`src/rtl/stage_1_if_if.sv`:
```
// Instruction SRAM request/response bus between the fetch stage and the SRAM.
// The master drives req/addr; the slave answers with addr_ok/data_ok/rdata.
interface stage_1_if_if;
  logic        req;
  logic [31:0] addr;
  logic        addr_ok;
  logic        data_ok;
  logic [31:0] rdata;

  modport master (output req, addr, input addr_ok, data_ok, rdata);
  modport slave  (input req, addr, output addr_ok, data_ok, rdata);
endinterface

```
`src/rtl/stage_1_if.sv`:
```
// Pipeline stage 1 (instruction fetch): PC generation, single-outstanding SRAM fetch,
// one-entry instruction buffer toward ID, and branch redirect with wrong-path discard.
module stage_1_if #(
  parameter logic [31:0] RESET_PC = 32'h1C00_0000
) (
  input  logic                clk,
  input  logic                resetn,
  input  logic                allow_2,
  output logic                valid_1,
  output logic [63:0]         stage_1_to_2,
  input  logic                br_taken,
  input  logic [31:0]         br_target,
  stage_1_if_if.master        inst_sram
);

  localparam logic [1:0] IDLE = 2'd0;
  localparam logic [1:0] REQ  = 2'd1;
  localparam logic [1:0] WAIT = 2'd2;
  localparam logic [1:0] HOLD = 2'd3;

  logic [1:0]  state;
  logic [31:0] fetch_pc;
  logic [31:0] pend_tgt;
  logic        br_pend;
  logic        cancel;
  logic [63:0] inst_buf;
  logic [31:0] sel_pc;

  assign sel_pc         = br_pend ? pend_tgt : fetch_pc;
  assign inst_sram.req  = (state == REQ);
  assign inst_sram.addr = {sel_pc[31:2], 2'b00};

  // A redirect in the same cycle must block the transfer of the stale buffer.
  assign valid_1      = (state == HOLD) && !br_taken;
  assign stage_1_to_2 = inst_buf;

  always_ff @(posedge clk or negedge resetn) begin
    if (!resetn) begin
      state    <= IDLE;
      fetch_pc <= RESET_PC;
      pend_tgt <= '0;
      br_pend  <= 1'b0;
      cancel   <= 1'b0;
      inst_buf <= '0;
    end else begin
      case (state)
        IDLE: state <= REQ;
        REQ: begin
          if (inst_sram.addr_ok) begin
            fetch_pc <= inst_sram.addr;
            br_pend  <= 1'b0;
            state    <= WAIT;
            if (br_taken) cancel <= 1'b1;
          end
        end
        WAIT: begin
          if (inst_sram.data_ok) begin
            if (cancel || br_taken) begin
              cancel <= 1'b0;
              state  <= REQ;
            end else begin
              inst_buf <= {inst_sram.rdata, fetch_pc};
              state    <= HOLD;
            end
          end else if (br_taken) begin
            cancel <= 1'b1;
          end
        end
        HOLD: begin
          if (br_taken) begin
            state <= REQ;
          end else if (allow_2) begin
            fetch_pc <= fetch_pc + 32'd4;
            state    <= REQ;
          end
        end
        default: state <= IDLE;
      endcase
      // Redirect capture overrides the br_pend clear on acceptance; last target wins.
      if (br_taken && state != IDLE) begin
        pend_tgt <= br_target;
        br_pend  <= 1'b1;
      end
    end
  end

endmodule

```
`src/flat_wrapper.sv`:
```
// flat-port wrapper written by rule: the top's interface ports become plain ports
module stage_1_if_flat 
#(
  parameter logic [31:0] RESET_PC = 32'h1C00_0000
)
  (clk, resetn, allow_2, valid_1, stage_1_to_2, br_taken, br_target, inst_sram_req, inst_sram_addr, inst_sram_addr_ok, inst_sram_data_ok, inst_sram_rdata);
  stage_1_if_if inst_sram_i ();
  input  logic clk;
  input  logic resetn;
  input  logic allow_2;
  output logic valid_1;
  output logic [63:0] stage_1_to_2;
  input  logic br_taken;
  input  logic [31:0] br_target;
  output wire logic [$bits(inst_sram_i.req)-1:0] inst_sram_req;
  output wire logic [$bits(inst_sram_i.addr)-1:0] inst_sram_addr;
  input wire logic [$bits(inst_sram_i.addr_ok)-1:0] inst_sram_addr_ok;
  input wire logic [$bits(inst_sram_i.data_ok)-1:0] inst_sram_data_ok;
  input wire logic [$bits(inst_sram_i.rdata)-1:0] inst_sram_rdata;
  assign inst_sram_req = inst_sram_i.req;
  assign inst_sram_addr = inst_sram_i.addr;
  assign inst_sram_i.addr_ok = inst_sram_addr_ok;
  assign inst_sram_i.data_ok = inst_sram_data_ok;
  assign inst_sram_i.rdata = inst_sram_rdata;
  stage_1_if #(.RESET_PC(RESET_PC)) u_core (.clk(clk), .resetn(resetn), .allow_2(allow_2), .valid_1(valid_1), .stage_1_to_2(stage_1_to_2), .br_taken(br_taken), .br_target(br_target), .inst_sram(inst_sram_i));
endmodule
```
`config.mk`:
```
export PLATFORM = sky130hd
export DESIGN_NAME = stage_1_if_flat
export DESIGN_NICKNAME = d
export VERILOG_FILES = /design/src/rtl/stage_1_if_if.sv /design/src/rtl/stage_1_if.sv /design/src/flat_wrapper.sv
export SDC_FILE = /design/constraint.sdc
export NUM_CORES = 1
export LEC_CHECK = 0
export BUFFER_PORTS_ARGS = -buffer_cell sky130_fd_sc_hd__buf_2
export CAP_MARGIN = 20
export CORE_MARGIN = 2
export CORE_UTILIZATION = 47
export CTS_CLUSTER_DIAMETER = 60
export DETAILED_ROUTE_END_ITERATION = 8
export GPL_TIMING_DRIVEN = 0
export HOLD_SLACK_MARGIN = 0.08
export PLACE_DENSITY = 0.78
export SETUP_SLACK_MARGIN = 0.1
export SYNTH_ARGS = -nofsm -noshare
export SYNTH_HDL_FRONTEND = slang
export SYNTH_SLANG_ARGS = --single-unit
export TNS_END_PERCENT = 30
```
`constraint.sdc`:
```
create_clock -name clk -period 1.8 [get_ports clk]
set_input_delay 0.36 -clock clk [delete_from_list [all_inputs] [get_ports clk]]
set_output_delay 0.36 -clock clk [all_outputs]
set_load 0.02 [all_outputs]
```
# Word-level counts from Yosys, hierarchy flattened
# Index checks and enable logic that the tools add are counted.
[totals]
mem_bits_rw = 0
out_inout_bits = 98
mem_count = 0
word_cells = 51
romBits = 0
regBits = 132
latchBits = 0
input_bits = 70
[op_classes]
bitwise_logic = 1
n_reduce_logical = 15
n_addsub = 1
shift = 0
n_eq_ne = 9
n_lt_le_gt_ge = 0
mul = 0
muxes = 19
div_mod_pow = 0
[ops]
columns = ["cell", "n"]
rows = [
  ["32-bit two-way mux", 4],
  ["32-bit one-hot mux with 2 select lines", 1],
  ["32-bit by 3-bit adder with 32-bit output (second input constant)", 1],
  ["2-bit two-way mux", 5],
  ["2-bit nonzero test", 5],
  ["3-bit AND reduction", 3],
  ["2-bit one-hot mux with 4 select lines", 1],
  ["1-bit two-way mux", 7],
  ["2-bit inequality test (second input constant)", 3],
  ["2-bit == test (second input constant)", 2],
  ["4-bit AND reduction", 1],
  ["3-bit by 2-bit inequality test with 1-bit output (second input constant)", 1],
  ["3-bit inequality test (second input constant)", 1],
  ["2-bit by 1-bit == test with 1-bit output (second input constant)", 1],
  ["1-bit logical AND", 2],
  ["2-bit logical NOT", 1],
  ["2-bit by 1-bit inequality test with 1-bit output (second input constant)", 1],
  ["1-bit one-hot mux with 2 select lines", 1],
  ["2-bit AND reduction", 1],
  ["1-bit logical NOT", 1],
  ["1-bit logical OR", 1],
  ["1-bit NOT", 1],
]

# Depth between registers and ports, before layout
# Gate-level depths: netlist (run 1).
[logic_depth]
word_depth = 4
mapped_depth = 8

# Least setup slack after synthesis (run 1)
# OpenSTA, ideal clock, no wires.
[synth_path]
kind = "register to register"
from = "register u_core.state[1]"
to = "register u_core.fetch_pc[15]"
setup_ps = 137
path_buffers = 2
path_stages_with_launch = 9
period_less_slack_ps = 2017
t_arrival_ps = 1880
setup_slack_ps = -217
cell_sequence = "dfrtp_1 -> inv_1 -> ha_1 -> nor2b_2 -> a211o_4 -> buf_2 -> buf_2 -> a21oi_1 -> a2bb2oi_1"
[synth_via]
elab_chain_len = 3
[synth_lines]
columns = ["element", "line_no", "text"]
rows = [
  ["start, declared", "stage_1_if.sv:21", "logic [1:0] state;"],
  ["start signal, assigned", "stage_1_if.sv:39", "state <= IDLE;"],
  ["start signal, assigned", "stage_1_if.sv:47", "IDLE: state <= REQ;"],
  ["start signal, assigned", "stage_1_if.sv:52", "state <= WAIT;"],
  ["2-bit by 1-bit == test with 1-bit output (*)", "-", ""],
  ["net inst_sram_req", "flat_wrapper.sv:15", "output wire logic [$bits(inst_sram_i.req)-1:0] inst_sram_req;"],
  ["2-bit by 1-bit inequality test with 1-bit output (no line) or 2-bit nonzero test (tied branches)", "-", ""],
  ["4-bit AND reduction (no line)", "-", ""],
  ["end signal, assigned", "stage_1_if.sv:50", "fetch_pc <= inst_sram.addr;"],
  ["end signal, assigned", "stage_1_if.sv:73", "fetch_pc <= fetch_pc + 32'd4;"],
  ["end, declared", "stage_1_if.sv:22", "logic [31:0] fetch_pc;"],
]
# The timed path passes the listed nets; every way through them passes the cells marked *.
# A chain may end at the register's enable or synchronous reset.

# Worst setup path in the final report (run 1)
[layout_path]
from = "register u_core.fetch_pc[3]"
to = "register u_core.fetch_pc[28]"
[layout_via]
elab_chain_len = 4
[layout_lines]
columns = ["element", "line_no", "text"]
rows = [
  ["32-bit by 3-bit adder with 32-bit output", "stage_1_if.sv:73", ""],
  ["32-bit two-way mux", "stage_1_if.sv:72", "end else if (allow_2) begin"],
  ["32-bit two-way mux", "stage_1_if.sv:70", "if (br_taken) begin"],
  ["32-bit one-hot mux with 2 select lines", "stage_1_if.sv:46", "case (state)"],
]
# No other way between the ends. The select of a mux whose other input is x is not followed.

==> results of run 1 <==
[state kept, by name, indices dropped and copies added (netlist names)]
name	cells
u_core.br_pend	1
u_core.cancel	1
u_core.fetch_pc	30
u_core.pend_tgt	30
u_core.stage_1_to_2	62
u_core.state	2
[what timing repair did]
action / 4_1_cts / 5_1_grt
pin swaps: 9 / 19
buffers inserted: 10 / 39
hold endpoints to repair: 31 / 0
endpoints found under the setup margin: 155 / 154
gates cloned: 6 / 6
gates resized for setup: 142 / 151
hold buffers: 1 / 0
[final cells by class]
cell class                 count  area (µm²)
tap                          172         215
clock buffer                  26         519
timing repair buffer         223        1740
inverter                       9        45.0
multi-input combinational    345        3390
fill                         763        3110
sequential                   126        3160
buffer                        33         375
clock inverter                 5        53.8
[where the power goes]
group	total, W	internal [W]	switching [W]	leakage, nW
clock network	0.00334	0.00211	0.00123	0.286
logic	0.0116	0.00581	0.00580	2.64
registers	0.00546	0.00421	0.00125	1.52
[through the flow]
stage | setup TNS (ns) | power, W
after floorplan | 0 | 0.0105
after global placement | -174.73 | 0.0127
after detailed placement | -35.75 | 0.0130
after CTS | -8.01 | 0.0174
after global routing | -13.99 | 0.0212
final | -10.79 | 0.0204
[worst max-delay path, stage by stage (launching register included)]
cell,delay [ns]
dfrtp_2,0.41
ha_4,0.15
nand4_1,0.18
buf_4,0.22
nor4_4,0.31
buf_4,0.19
nand3_4,0.10
nor3_1,0.36
a211oi_2,0.07
[cell families (layout without fill, tap and decap cells)]
logic type | Yosys count | after routing | synth area share, %
buf+inv | 45 | 296 | 3.47
flops | 126 | 126 | 52.1
compound gates | 97 | 98 | 10.5
simple gates | 115 | 115 | 9.92
other cells | 1 | 4 | 0.0619
fa+ha+maj | 6 | 6 | 1.24
mux | 122 | 122 | 22.6
[Yosys cell counts, drive strengths merged, types with 3 or more instances]
| cell type | n |
|---|---|
| o211ai | 3 |
| dfrtp | 123 |
| a31oi | 4 |
| o21ai | 23 |
| mux2 | 119 |
| o22ai | 12 |
| a311oi | 4 |
| a22oi | 3 |
| nand3 | 15 |
| and3 | 4 |
| a21oi | 23 |
| nand2 | 37 |
| nor3 | 15 |
| a211oi | 9 |
| mux2i | 3 |
| buf | 21 |
| ha | 6 |
| nor2 | 14 |
| a2bb2oi | 9 |
| dfstp | 3 |
| nand4 | 9 |
| or3 | 5 |
| inv | 9 |
| a211o | 3 |
| nand2b | 4 |
| clkbuf | 15 |
| nor4 | 3 |
[worst max path at each step]
stage                        from                 endpoint  slack [ns]
6_report       u_core.fetch_pc[3]      u_core.fetch_pc[28]       -0.28
4_1_cts            u_core.br_pend        inst_sram_addr[8]       -0.21
2_1_floorplan     u_core.state[1]      u_core.fetch_pc[31]        0.02
3_5_place_dp      u_core.state[0]  u_core.stage_1_to_2[18]       -0.38
3_3_place_gp               resetn          u_core.state[0]       -1.39
5_1_grt        u_core.fetch_pc[3]      u_core.fetch_pc[28]       -0.33
[routing by layer]
| layer | vias to the layer above | share of wire [%] | global-route usage, % |
|---|---|---|---|
| met4 | 0 | 3.5 | 10.4 |
| met1 | 2732 | 40 | 33.7 |
| met2 | 330 | 49 | 42.7 |
| li1 | 2371 | - | - |
| met3 | 64 | 7.3 | 5.77 |
| met5 | - | 0 | 0 |
==> reports/qor.yml, run 1 <==
timing:
  min_period_over_period_pct: 115
  rsz0062_at_grt: "yes"
  finalSetupViolations: 109
  holdWs_ns: 0.166
  tightestPinTransition_ns: 0.551
  fin_ws_ns: -0.278
  relSlewSlack_pct: 63.1
  finalMaxSlewViolations: 0
  min_period_ns: 2.08
  hold_viol: 0
  fin_skew_ns: 0.00797
  fmax_mhz: 481
synthesis:
  netlist_area_um2: 6050
  synthDistinctLibCells: 48
  syn_area_per_cell_um2: 11.8
  ys_ff_latch: 126
  yosys-top-cells-area: "dfrtp_1, mux2_2, nand2_1"
  postSynthCellCount: 512
  synth_flop_cell: "dfrtp_1"
  yosys.area.top_type: "dfrtp_1"
  synthArstFlopShare_pct: 100
  yosysSeqAreaShare_pct: 52.1
  yosysWarnings: 0
  synth_edf_count: 0
  synth_top_cell_area_share_pct: 50.8
place:
  dp_slack_ns: -0.384
  hpwlAfterDp_mm: 11.5
  port_buffers: 161
  placed_cells: 849
  post_dp_cell_area_um2: 7220
  gp_congestion: 0.931
grt:
  antenna_found_initial: 0
  grt_pass1_wl_mm: 28.4
  grt_pass1_vias: 5313
  grt_usage_pct: 26.0
  grt_overflow: 0
  grt_start_max_net_pins: 95
clock_network:
  worstSkewPairLatency_ns: 0.42
  cts.clk_slew.worst_paths_ns: 0.06
  clock_path_buffers: 2
  numCtsBuffers: 17
  cts_root_buffer: "clkbuf_16"
  clock_sinks: 126
  htreeDepth: 4
  cts_tree: "yes"
route:
  drtAntennaViolNets: 0
  firstDrtPassIters: 5
  avgViaCountPerCell: 5.85
  vias: 5497
  drc_errors: 0
  wire_per_inst_um: 21.9
  drt-total-wl_mm: 20.6
  drt_iter0_drc: 475
die:
  dieHeight_um: 118
  num_rows: 41
  die-area_um2: 13800
  io_pins: 168
  die-width_um: 118
  core_um2: 12600
  initial_utilization_pct: 48.0
power_and_ir_drop:
  p_per_area_nw_per_um2: 2150
  irDropWorstVdd_v: 0.00121
  p_leak_nw: 4.46
worst_setup_path:
  reg2reg_depth: 8
  timing.rr.start: "u_core.fetch_pc[3]"
  rrSetupSlack_ns: -0.28
  reg2reg_to: "u_core.fetch_pc[28]"
  cp.required_ns: 2.14
  endpoint_kind: "flop"
  cp.arrival_ns: 2.41
  cp_max_fo: 4
  start_kind: "flop"
  path_class: "reg2reg"
cells_and_area:
  instances_no_fill: 939
  drive_above_1_share_pct: 62.3
  area_delta_synth_final_pct: 57.0
  final_cell_mix: "buf_2, dfrtp_1, mux2_4, buf_4"
  layout.nets: 831
  fin_area_um2: 9510
  final_common_cell: "buf_2"
  n_antenna_cell: 0
  final_util_pct: 75.3
min_path:
  hold_path_end: "u_core.pend_tgt[15]"
  hp-class: "in2reg"
  hold_start: "br_target[15]"
  holdPathStages: 2
status:
  violations: "setup timing"
  status: "finished, violations left"
flow_run:
  drv_cap: 0
(Power assumes the default switching activity.)
==> run 2: changes to the inputs <==
--- a/config.mk
+++ b/config.mk
@@ -7,7 +7,7 @@
 export LEC_CHECK = 0
 export BUFFER_PORTS_ARGS = -buffer_cell sky130_fd_sc_hd__buf_2
 export CAP_MARGIN = 20
-export CORE_MARGIN = 2
+export CORE_MARGIN = 10
 export CORE_UTILIZATION = 47
 export CTS_CLUSTER_DIAMETER = 60
 export DETAILED_ROUTE_END_ITERATION = 8
==> run 2 against run 1 <==
Net effect:
- the flow still finishes with violations (setup timing)
- count of clock-buffer cells in the layout down 5
- critical path type is now reg2out
- clock power increased by 2%
- worst setup slack improved by 0.10 ns
- sequential share of layout area increased by 1.3 points
- register-to-register slack better by 0.17 ns
- power fell by 1.0%
- clock skew down 0.0014 ns
- fmax increased by 5.1%
- final cell count down 0.75%
==> reports/qor.yml, run 2 (synthesis gave the netlist of run 1 again) <==
die:
  die-width_um: 134  # +14%
  io_pins: 168  # unchanged
  core_um2: 12600  # unchanged
  initial_utilization_pct: 48.0  # unchanged
  num_rows: 41  # unchanged
  dieHeight_um: 134  # +14%
  die-area_um2: 17800  # +29%
route:
  drt-total-wl_mm: 19.7  # -4.3%
  drt_iter0_drc: 516  # +8.6%
  drc_errors: 0  # unchanged
  firstDrtPassIters: 5  # unchanged
  drtAntennaViolNets: 0  # unchanged
  avgViaCountPerCell: 5.77  # -1.4%
  wire_per_inst_um: 21.1  # -3.6%
  vias: 5378  # -2.2%
grt:
  grt_pass1_wl_mm: 28.9  # +1.9%
  grt_usage_pct: 20.5  # -5.5 points
  antenna_found_initial: 0  # unchanged
  grt_start_max_net_pins: 101  # +6.3%
  grt_overflow: 0  # unchanged
  grt_pass1_vias: 5452  # +2.6%
clock_network:
  numCtsBuffers: 17  # unchanged
  clock_sinks: 126  # unchanged
  cts.clk_slew.worst_paths_ns: 0.06  # about the same
  clock_path_buffers: 2  # unchanged
  cts_root_buffer: "clkbuf_16"
  worstSkewPairLatency_ns: 0.42  # about the same
  htreeDepth: 4  # unchanged
  cts_tree: "yes"
place:
  port_buffers: 161  # unchanged
  gp_congestion: 0.887  # -4.7%
  placed_cells: 849  # unchanged
  hpwlAfterDp_mm: 13.0  # +13%
  post_dp_cell_area_um2: 7220  # unchanged
power_and_ir_drop:
  p_leak_nw: 4.25  # -4.6%
  p_clk_share_pct: 16.9  # +0.5 points
  irDropWorstVdd_v: 0.00170  # +40%
  pwr-share-seq_pct: 26.5  # -0.2 points
  combPwrFrac_pct: 56.6  # -0.3 points
  p_sw_share_pct: 40.3  # -0.30 points
  p_per_area_nw_per_um2: 2200  # +2.7%
  switching_power_w: 0.00814  # -1.8%
  intPower_w: 0.0121  # -0.51%
timing:
  finalSetupViolations: 49  # -55%
  relSlewSlack_pct: 65.2  # +2.1 points
  fin_ws_ns: -0.177  # +0.101 ns
  rsz0062_at_grt: "yes"
  hold_viol: 0  # unchanged
  fmax_mhz: 506  # +5.1%
  min_period_over_period_pct: 110  # -5.6 points
  fin_skew_ns: 0.00655  # -0.00142 ns
  finalMaxSlewViolations: 0  # unchanged
  min_period_ns: 1.98  # -0.101 ns
  holdWs_ns: 0.165  # -0.000142 ns
  tightestPinTransition_ns: 0.522  # -0.0291 ns
cells_and_area:
  final_util_pct: 72.6  # -2.7 points
  fill_cells: 884  # +16%
  fin_area_um2: 9160  # -3.6%
  area_delta_synth_final_pct: 51.3
  instances_no_fill: 932  # -0.75%
  layout.nets: 824  # -0.84%
  n_antenna_cell: 0  # unchanged
  final_cell_mix: "buf_2, dfrtp_1, mux2_2, buf_4"
  final_common_cell: "buf_2"
  drive_above_1_share_pct: 62.5  # +0.18 points
  largest_reg_flops: 62  # unchanged
status:
  status: "finished, violations left"
  violations: "setup timing"
worst_setup_path:
  crit_slowest_cell: "dfrtp_2"
  crit_chain: "buf_12 -> clkbuf_16 -> mux2_4 -> buf_6"
  cp.arrival_ns: 1.62  # -0.79 ns
  path_class: "reg2out"
  max_stage_delay_ns: 0.42  # about the same
  endpoint_kind: "output pin"
  cp_max_fo: 6  # +2
  cp.required_ns: 1.44  # -0.70 ns
  start_kind: "flop"
flow_run:
  drv_cap: 0  # unchanged
min_path:
  hp-class: "in2reg"
[run 2: layout make-up]
class	instances	area [µm²]	area share (%)
multi-input cells	345	3210	35.1
plain buffers	34	402	4.38
repair buffers	215	1530	16.7
clock buffers	21	480	5.25
inverters	9	40.0	0.437
well taps	172	215	2.35
clock inverters	10	113	1.23
flip-flops and latches	126	3160	34.5
[run 2: power groups by stage]
stage	Sequential [W]	Combinational, W	Clock [W]
global route	0.00552	0.0121	0.00358
CTS	0.00525	0.00954	0.00344
global placement	0.00513	0.00777	0
finish	0.00536	0.0114	0.00341
detailed placement	0.00523	0.00794	0
floorplan	0.00570	0.00476	0
[run 2: worst max-delay path, delay by kind of cell (launching register included)]
family   cells  cell delay (ns)
buf+inv      3             0.46
mux          1             0.32
flops        1             0.42
[run 2: per-layer routing]
| layer | part of all wire, % | GRT usage (%) | vias to the layer above |
|---|---|---|---|
| met4 | 2.9 | 9.07 | 0 |
| met2 | 52 | 34.9 | 289 |
| met5 | 0 | 0 | - |
| li1 | - | - | 2352 |
| met1 | 37 | 23.1 | 2681 |
| met3 | 7.9 | 6.47 | 56 |
[run 2: per-stage QoR]
step / setup slack, ns / power, W / TNS (ns)
3_5_place_dp: -0.401 / 0.0132 / -38.16
3_3_place_gp: -1.43 / 0.0129 / -182.76
6_report: -0.177 / 0.0202 / -4.98
4_1_cts: -0.194 / 0.0182 / -5.58
2_1_floorplan: 0.0200 / 0.0105 / 0
5_1_grt: -0.196 / 0.0211 / -7.75
[run 2: worst paths after layout]
path,from,end,cells past startpoint,slack (ns)
setup / recovery,u_core.br_pend,inst_sram_addr[17],4,-0.18
hold / removal,inst_sram_rdata[15],u_core.stage_1_to_2[47],2,0.17
setup reg to reg,u_core.state[1],u_core.fetch_pc[28],8,-0.11
hold reg to reg,u_core.stage_1_to_2[47],u_core.stage_1_to_2[47],1,0.50
max in group asynchronous,resetn,u_core.state[1],3,0.62
min in group asynchronous,resetn,u_core.stage_1_to_2[33],2,0.37
[run 2: repair_timing]
item | in CTS | in global routing
pin swaps | 9 | 21
hold endpoints to repair | 26 | 0
cloned | 1 | 2
gates resized for setup | 125 | 111
buffers inserted | 19 | 31
endpoints found under the setup margin | 155 | 154
hold buffers | 1 | 0
